`src/rtl/kyber_compress_pack_if.sv`:
```
// Stream bundle for the Kyber compress/pack block: coefficient-pair input,
// packed 32-bit word output and frame status.
interface kyber_compress_pack_if;
  logic [2:0]  mode;
  logic        in_valid;
  logic        in_ready;
  logic [23:0] in_data;
  logic        out_valid;
  logic        out_ready;
  logic [31:0] out_data;
  logic        out_last;
  logic        busy;

  modport master (
    output mode, in_valid, in_data, out_ready,
    input  in_ready, out_valid, out_data, out_last, busy
  );

  modport slave (
    input  mode, in_valid, in_data, out_ready,
    output in_ready, out_valid, out_data, out_last, busy
  );
endinterface

```
`src/rtl/kyber_compress_pack.sv`:
```
// Streaming Kyber Compress_d (d = 1,4,5,10,11) with LSB-first packing of
// coefficient pairs into 32-bit words; one frame is FRAME_BEATS pairs.
module kyber_compress_pack #(
  parameter int FRAME_BEATS = 128
) (
  input  logic                  clk,
  input  logic                  resetn,
  kyber_compress_pack_if.slave  bus
);

  localparam int BW = $clog2(FRAME_BEATS);
  localparam logic [BW-1:0] LAST_BEAT = BW'(FRAME_BEATS - 1);
  // ceil(2^35 / 3329): exact floor(n/3329) for every n below 2^23
  localparam logic [23:0] RECIP = 24'd10321340;

  typedef enum logic [1:0] {IDLE, FILL, DRAIN} state_t;

  state_t        state_reg, state_next;
  logic [BW-1:0] beat_cnt_reg;
  logic [6:0]    word_cnt_reg;
  logic [3:0]    d_reg;
  logic          s_valid_reg;
  logic [21:0]   s_data_reg;
  logic [63:0]   buf_reg, buf_next;
  logic [6:0]    fill_reg, fill_next;

  logic          pop, merge, in_ready, in_fire, out_valid, out_last, last_beat;
  logic [6:0]    fill_after_pop;
  logic [3:0]    d_in;
  logic [10:0]   c0, c1;
  logic [21:0]   pair;
  logic [63:0]   shifted;

  function automatic logic [3:0] decode_d(input logic [2:0] m);
    case (m)
      3'd1:    return 4'd4;
      3'd2:    return 4'd5;
      3'd3:    return 4'd10;
      3'd4:    return 4'd11;
      default: return 4'd1;
    endcase
  endfunction

  function automatic logic [10:0] compress(input logic [11:0] x, input logic [3:0] d);
    logic [11:0] xr;
    logic [22:0] num;
    logic [46:0] prod;
    logic [11:0] q;
    logic [11:0] mask;
    xr   = (x >= 12'd3329) ? x - 12'd3329 : x;
    num  = ({11'd0, xr} << d) + 23'd1664;
    prod = {24'd0, num} * {23'd0, RECIP};
    q    = 12'(prod >> 35);
    mask = (12'd1 << d) - 12'd1;
    return 11'(q & mask);
  endfunction

  // A frame's d comes from mode only on beat 0; afterwards the latched copy rules.
  assign d_in = (state_reg == IDLE) ? decode_d(bus.mode) : d_reg;

  always_comb begin
    c0   = compress(bus.in_data[11:0], d_in);
    c1   = compress(bus.in_data[23:12], d_in);
    pair = {11'd0, c0} | ({11'd0, c1} << d_in);
  end

  assign out_valid      = (fill_reg >= 7'd32);
  assign out_last       = out_valid && (word_cnt_reg == ({d_reg, 3'b000} - 7'd1));
  assign pop            = out_valid && bus.out_ready;
  assign fill_after_pop = pop ? fill_reg - 7'd32 : fill_reg;
  assign merge          = s_valid_reg && (fill_after_pop < 7'd32);
  assign last_beat      = (beat_cnt_reg == LAST_BEAT);

  always_comb begin
    state_next = state_reg;
    in_ready   = (state_reg != DRAIN) && (!s_valid_reg || merge);
    in_fire    = bus.in_valid && in_ready;
    case (state_reg)
      IDLE:    if (in_fire) state_next = last_beat ? DRAIN : FILL;
      FILL:    if (in_fire && last_beat) state_next = DRAIN;
      DRAIN:   if (pop && out_last) state_next = IDLE;
      default: state_next = IDLE;
    endcase
  end

  always_ff @(posedge clk or negedge resetn) begin
    if (!resetn) state_reg <= IDLE;
    else         state_reg <= state_next;
  end

  // Pop first, then append S at the post-pop fill so both can share one edge.
  always_comb begin
    shifted   = pop ? {32'd0, buf_reg[63:32]} : buf_reg;
    buf_next  = shifted;
    fill_next = fill_after_pop;
    if (merge) begin
      buf_next  = shifted | ({42'd0, s_data_reg} << fill_after_pop);
      fill_next = fill_after_pop + {2'b00, d_reg, 1'b0};
    end
  end

  always_ff @(posedge clk or negedge resetn) begin
    if (!resetn) begin
      beat_cnt_reg <= '0;
      word_cnt_reg <= '0;
      d_reg        <= '0;
      s_valid_reg  <= 1'b0;
      s_data_reg   <= '0;
      buf_reg      <= '0;
      fill_reg     <= '0;
    end else begin
      if (in_fire && state_reg == IDLE) d_reg <= d_in;
      if (in_fire) beat_cnt_reg <= last_beat ? '0 : beat_cnt_reg + 1'b1;
      if (pop) word_cnt_reg <= out_last ? '0 : word_cnt_reg + 7'd1;
      if (in_fire) begin
        s_valid_reg <= 1'b1;
        s_data_reg  <= pair;
      end else if (merge) begin
        s_valid_reg <= 1'b0;
      end
      buf_reg  <= buf_next;
      fill_reg <= fill_next;
    end
  end

  assign bus.in_ready  = in_ready;
  assign bus.out_valid = out_valid;
  assign bus.out_data  = buf_reg[31:0];
  assign bus.out_last  = out_last;
  assign bus.busy      = (state_reg != IDLE);

endmodule
```
`src/flat_wrapper.sv`:
```
// flat-port wrapper written by rule: the top's interface ports become plain ports
module kyber_compress_pack_flat 
#(
  parameter int FRAME_BEATS = 128
)
  (clk, resetn, bus_mode, bus_in_valid, bus_in_data, bus_out_ready, bus_in_ready, bus_out_valid, bus_out_data, bus_out_last, bus_busy);
  kyber_compress_pack_if bus_i ();
  input  logic clk;
  input  logic resetn;
  input wire logic [$bits(bus_i.mode)-1:0] bus_mode;
  input wire logic [$bits(bus_i.in_valid)-1:0] bus_in_valid;
  input wire logic [$bits(bus_i.in_data)-1:0] bus_in_data;
  input wire logic [$bits(bus_i.out_ready)-1:0] bus_out_ready;
  output wire logic [$bits(bus_i.in_ready)-1:0] bus_in_ready;
  output wire logic [$bits(bus_i.out_valid)-1:0] bus_out_valid;
  output wire logic [$bits(bus_i.out_data)-1:0] bus_out_data;
  output wire logic [$bits(bus_i.out_last)-1:0] bus_out_last;
  output wire logic [$bits(bus_i.busy)-1:0] bus_busy;
  assign bus_i.mode = bus_mode;
  assign bus_i.in_valid = bus_in_valid;
  assign bus_i.in_data = bus_in_data;
  assign bus_i.out_ready = bus_out_ready;
  assign bus_in_ready = bus_i.in_ready;
  assign bus_out_valid = bus_i.out_valid;
  assign bus_out_data = bus_i.out_data;
  assign bus_out_last = bus_i.out_last;
  assign bus_busy = bus_i.busy;
  kyber_compress_pack #(.FRAME_BEATS(FRAME_BEATS)) u_core (.clk(clk), .resetn(resetn), .bus(bus_i));
endmodule
```
`config.mk`:
```
export PLATFORM = sky130hd
export DESIGN_NAME = kyber_compress_pack_flat
export DESIGN_NICKNAME = d
export VERILOG_FILES = /design/src/rtl/kyber_compress_pack_if.sv /design/src/rtl/kyber_compress_pack.sv /design/src/flat_wrapper.sv
export SDC_FILE = /design/constraint.sdc
export NUM_CORES = 2
export LEC_CHECK = 0
export CAP_MARGIN = 30
export CORE_UTILIZATION = 45
export DETAILED_ROUTE_END_ITERATION = 16
export PLACE_DENSITY = 0.7
export SKIP_CTS_REPAIR_TIMING = 1
export SYNTH_ARGS = -nofsm -noshare
export SYNTH_HDL_FRONTEND = slang
export SYNTH_SLANG_ARGS = --single-unit
```
`constraint.sdc`:
```
create_clock -name clk -period 21.7 [get_ports clk]
set_input_delay 5.425 -clock clk [delete_from_list [all_inputs] [get_ports clk]]
set_output_delay 5.425 -clock clk [all_outputs]
set_load 0.03 [all_outputs]
```
==> tab_implementation.tex <==
\begin{tabular}{lr}
\hline
Metric & Value \\
\hline
\multicolumn{2}{l}{\textbf{Clocking}} \\
Number of sinks handled by clock tree synthesis & roughly 110 \\
Total number of H-tree levels & 4 \\
Worst-skew pair later-pin latency & 0.41 ns \\
CTS Root Buffer Type & clkbuf\_16 \\
Maximum clock path buffer count & 2 \\
CTS tree & built \\
CTS clock-pin slew for the worst setup and hold paths & about 0.05 ns \\
Inserted Clock Buffers & 17 \\
\multicolumn{2}{l}{\textbf{Timing}} \\
Largest clock skew in the final design & 0.00795 ns \\
Actual slew at the worst max-slew pin & 1.18 ns \\
Number of failing setup endpoints in the final timing report & 0 \\
Setup TNS & 0 ns \\
Final clock period utilization by the worst path & 83.9\% \\
Max Clk Rate & 54.9 MHz \\
Final Hold Fails & 0 \\
Headroom to the max-slew limit & 21.2\% \\
RSZ-0062 raised after global routing & no \\
Post-layout min period & 18.21 ns \\
Number of max-slew violations in the final report & 0 \\
\multicolumn{2}{l}{\textbf{Final layout}} \\
Count of nets after finishing & 3971 \\
Post-route cell area & 30400 sq um \\
Number of cells in the finished layout apart from fillers & 3927 \\
Area of the multi-input gates & 22600 sq um \\
Fill count & 5837 \\
Area Growth Syn to Fin & 7.03\% \\
Layout cells sized above 1 & under 10\% \\
Flip-flop count of the largest register, all copies and words added & 64 \\
FF+latch area & between 2000 and 3000 sq um \\
Final antenna diode count & 0 \\
Most common cell after layout, fill and taps aside & inv\_1 \\
Most used cells in the layout excluding fill and tap cells & 654 x inv\_1, 447 x fa\_1, 415 x ha\_1, 190 x nor2\_1, 184 x nand2\_1 \\
\multicolumn{2}{l}{\textbf{Logic synthesis}} \\
Prevailing post-synth register cell & dfrtp\_1 \\
Total of flip-flops plus latches after synthesis & 113 \\
Proportion of synthesized flip-flops having asynchronous set or reset & 100\% \\
Number of unique standard cell types used by synthesis & 111 \\
Number of flops mapped to enable cells by yosys & 0 \\
Count of yosys warnings during synthesis & 0 \\
Avg Inst Size Synth & 9.24 sq um \\
Synthesized netlist cell count & 3075 \\
Post-Synthesis Cell Area & 28400 sq um \\
Proportion of synthesized chip area in sequential cells & 9.95\% \\
Net count after synthesis & 3968 \\
\multicolumn{2}{l}{\textbf{Placement}} \\
Estimated wirelength of the detail-placed design & 66100 um \\
Port-buffer cells & 66 \\
Placed cell count & 3896 \\
Post-placement cell area & approximately 30000 sq um \\
Placer congestion estimate & 0.986 \\
\multicolumn{2}{l}{\textbf{Global route}} \\
Leftover overflow at the end of global routing & 0 \\
Wire length of the first global-routing pass & around 120000 um \\
Largest net degree at the start of global routing & 69 \\
Number of antenna violations at the first check in global routing & 0 \\
Overall Global Routing Usage & 24.8\% \\
Via count of the first global-routing pass & 22434 \\
\multicolumn{2}{l}{\textbf{Floorplanning}} \\
I/O pins & 67 \\
DIE WIDTH & 253 um \\
Starting utilization of the core area & 45.8\% \\
Number of rows created at floorplan & 91 \\
Die Span Y & 253 um \\
Die footprint & 64100 sq um \\
Area of the placeable core & 62100 sq um \\
\multicolumn{2}{l}{\textbf{Worst setup path}} \\
Arrival time of data at the critical path endpoint & 18.50 ns \\
Kind of capture point of the worst setup path & flop \\
Endpoint required time on the critical path & 21.99 ns \\
Minimum setup slack among reg-to-reg paths & 9.26 ns \\
Setup Crit Path Kind & input pin to flop \\
Critical Path Slowest Stage Cell & nor3b\_1 \\
Worst setup path end & u\_core.s\_data\_reg[10] \\
Worst-case reg-to-reg path depth & 41 \\
CP peak stage delay & 0.97 ns \\
Capture point of the worst reg-to-reg path & u\_core.s\_data\_reg[8] \\
Startpoint Class & input pin \\
Start point of the critical path & bus\_in\_data[0] \\
Most frequent cell on the critical path & fa\_1 \\
Biggest fanout along the worst timing path & 8 \\
Worst r2r src & u\_core.state\_reg[1] \\
\multicolumn{2}{l}{\textbf{Drt}} \\
Total DRC errors in the routed layout & 0 \\
Aggregate routed wire length & 77000 um \\
DRT iter0 DRCs & 1981 \\
Detailed-router iteration count before antenna repair & 7 \\
Via density per instance & around 5.6 \\
Post-DRT Antenna Nets & 0 \\
Mean routed wirelength per cell & between 15 and 20 um \\
Number of vias in the routed layout & 22020 \\
\multicolumn{2}{l}{\textbf{Job}} \\
Number of violations of the max-capacitance limit & 0 \\
\multicolumn{2}{l}{\textbf{Hold path}} \\
Worst hold path class & flop to flop \\
Worst hold start & u\_core.beat\_cnt\_reg[6] \\
\multicolumn{2}{l}{\textbf{Status}} \\
Outcome & finished, final reports clean \\
\hline
\end{tabular}
[cell type report]
cell class / count / share of cell area [%]
Timing Repair Buffer: 97 / 2.94
Inverter: 658 / 8.12
Multi-Input combinational cell: 2191 / 74.3
Clock inverter: 11 / 0.457
Sequential cell: 113 / 9.30
Tap cell: 837 / 3.44
Clock buffer: 20 / 1.47
[worst min path at each step]
stage | depth (start not counted) | slack (ns) | end
3_3_place_gp | 1 | 0.46 | u_core.beat_cnt_reg[6]
6_report | 1 | 0.47 | u_core.beat_cnt_reg[6]
5_1_grt | 1 | 0.51 | u_core.beat_cnt_reg[6]
3_5_place_dp | 1 | 0.46 | u_core.beat_cnt_reg[6]
2_1_floorplan | 1 | 0.44 | u_core.beat_cnt_reg[6]
4_1_cts | 1 | 0.48 | u_core.beat_cnt_reg[6]
[Yosys cell counts, types with 46 or more instances]
library cell | instances | share of area (%)
inv_1 | 654 | 8.6
nand2_1 | 184 | 2.4
nor2_1 | 190 | 2.5
dfrtp_1 | 113 | 10
mux2i_1 | 47 | 1.7
ha_1 | 415 | 18
xnor2_1 | 70 | 2.2
fa_1 | 447 | 32
a21o_1 | 46 | 1.2
o21ai_0 | 100 | 1.8
a21oi_1 | 113 | 2.0
nand3_1 | 49 | 0.86
clkbuf_1 | 59 | 0.78
[cells by family (layout without fill, tap and decap cells)]
family          count (synthesis)  after routing  synth area share [%]
compound gates                532            532                  12.9
fa+ha+maj                     862            862                  49.8
mux                            67             67                  2.50
buf+inv                       771            786                  10.7
flops                         113            113                  9.95
simple gates                  623            623                  10.7
xor+xnor                      107            107                  3.44
[worst max-delay path: cells and delay by family]
family | cells | cell delay [ns]
compound gates | 10 | 2.80
xor+xnor | 2 | 0.37
fa+ha+maj | 10 | 4.60
buf+inv | 5 | 0.91
mux | 1 | 0.22
simple gates | 9 | 4.14
[metal layers]
layer | share of wire, % | global-route usage, % | vias up
li1 | - | - | 10100
met1 | 45 | 35.8 | 10832
met2 | 45 | 39.0 | 978
met3 | 8.2 | 4.03 | 110
met4 | 2.0 | 5.02 | 0
met5 | 0 | 0 | -
[stage by stage]
step | utilization, % | hold WS, ns | setup slack (ns)
3_3_place_gp | 48.0 | 0.456 | 3.50
3_5_place_dp | 48.1 | 0.460 | 3.36
4_1_cts | 49.0 | 0.476 | 3.80
2_1_floorplan | - | 0.438 | 5.85
6_report | 49.0 | 0.473 | 3.49
5_1_grt | 49.0 | 0.507 | 2.74
Power is not shown: default switching activity piles up to over one toggle a cycle in this logic, so the estimate is an artifact.
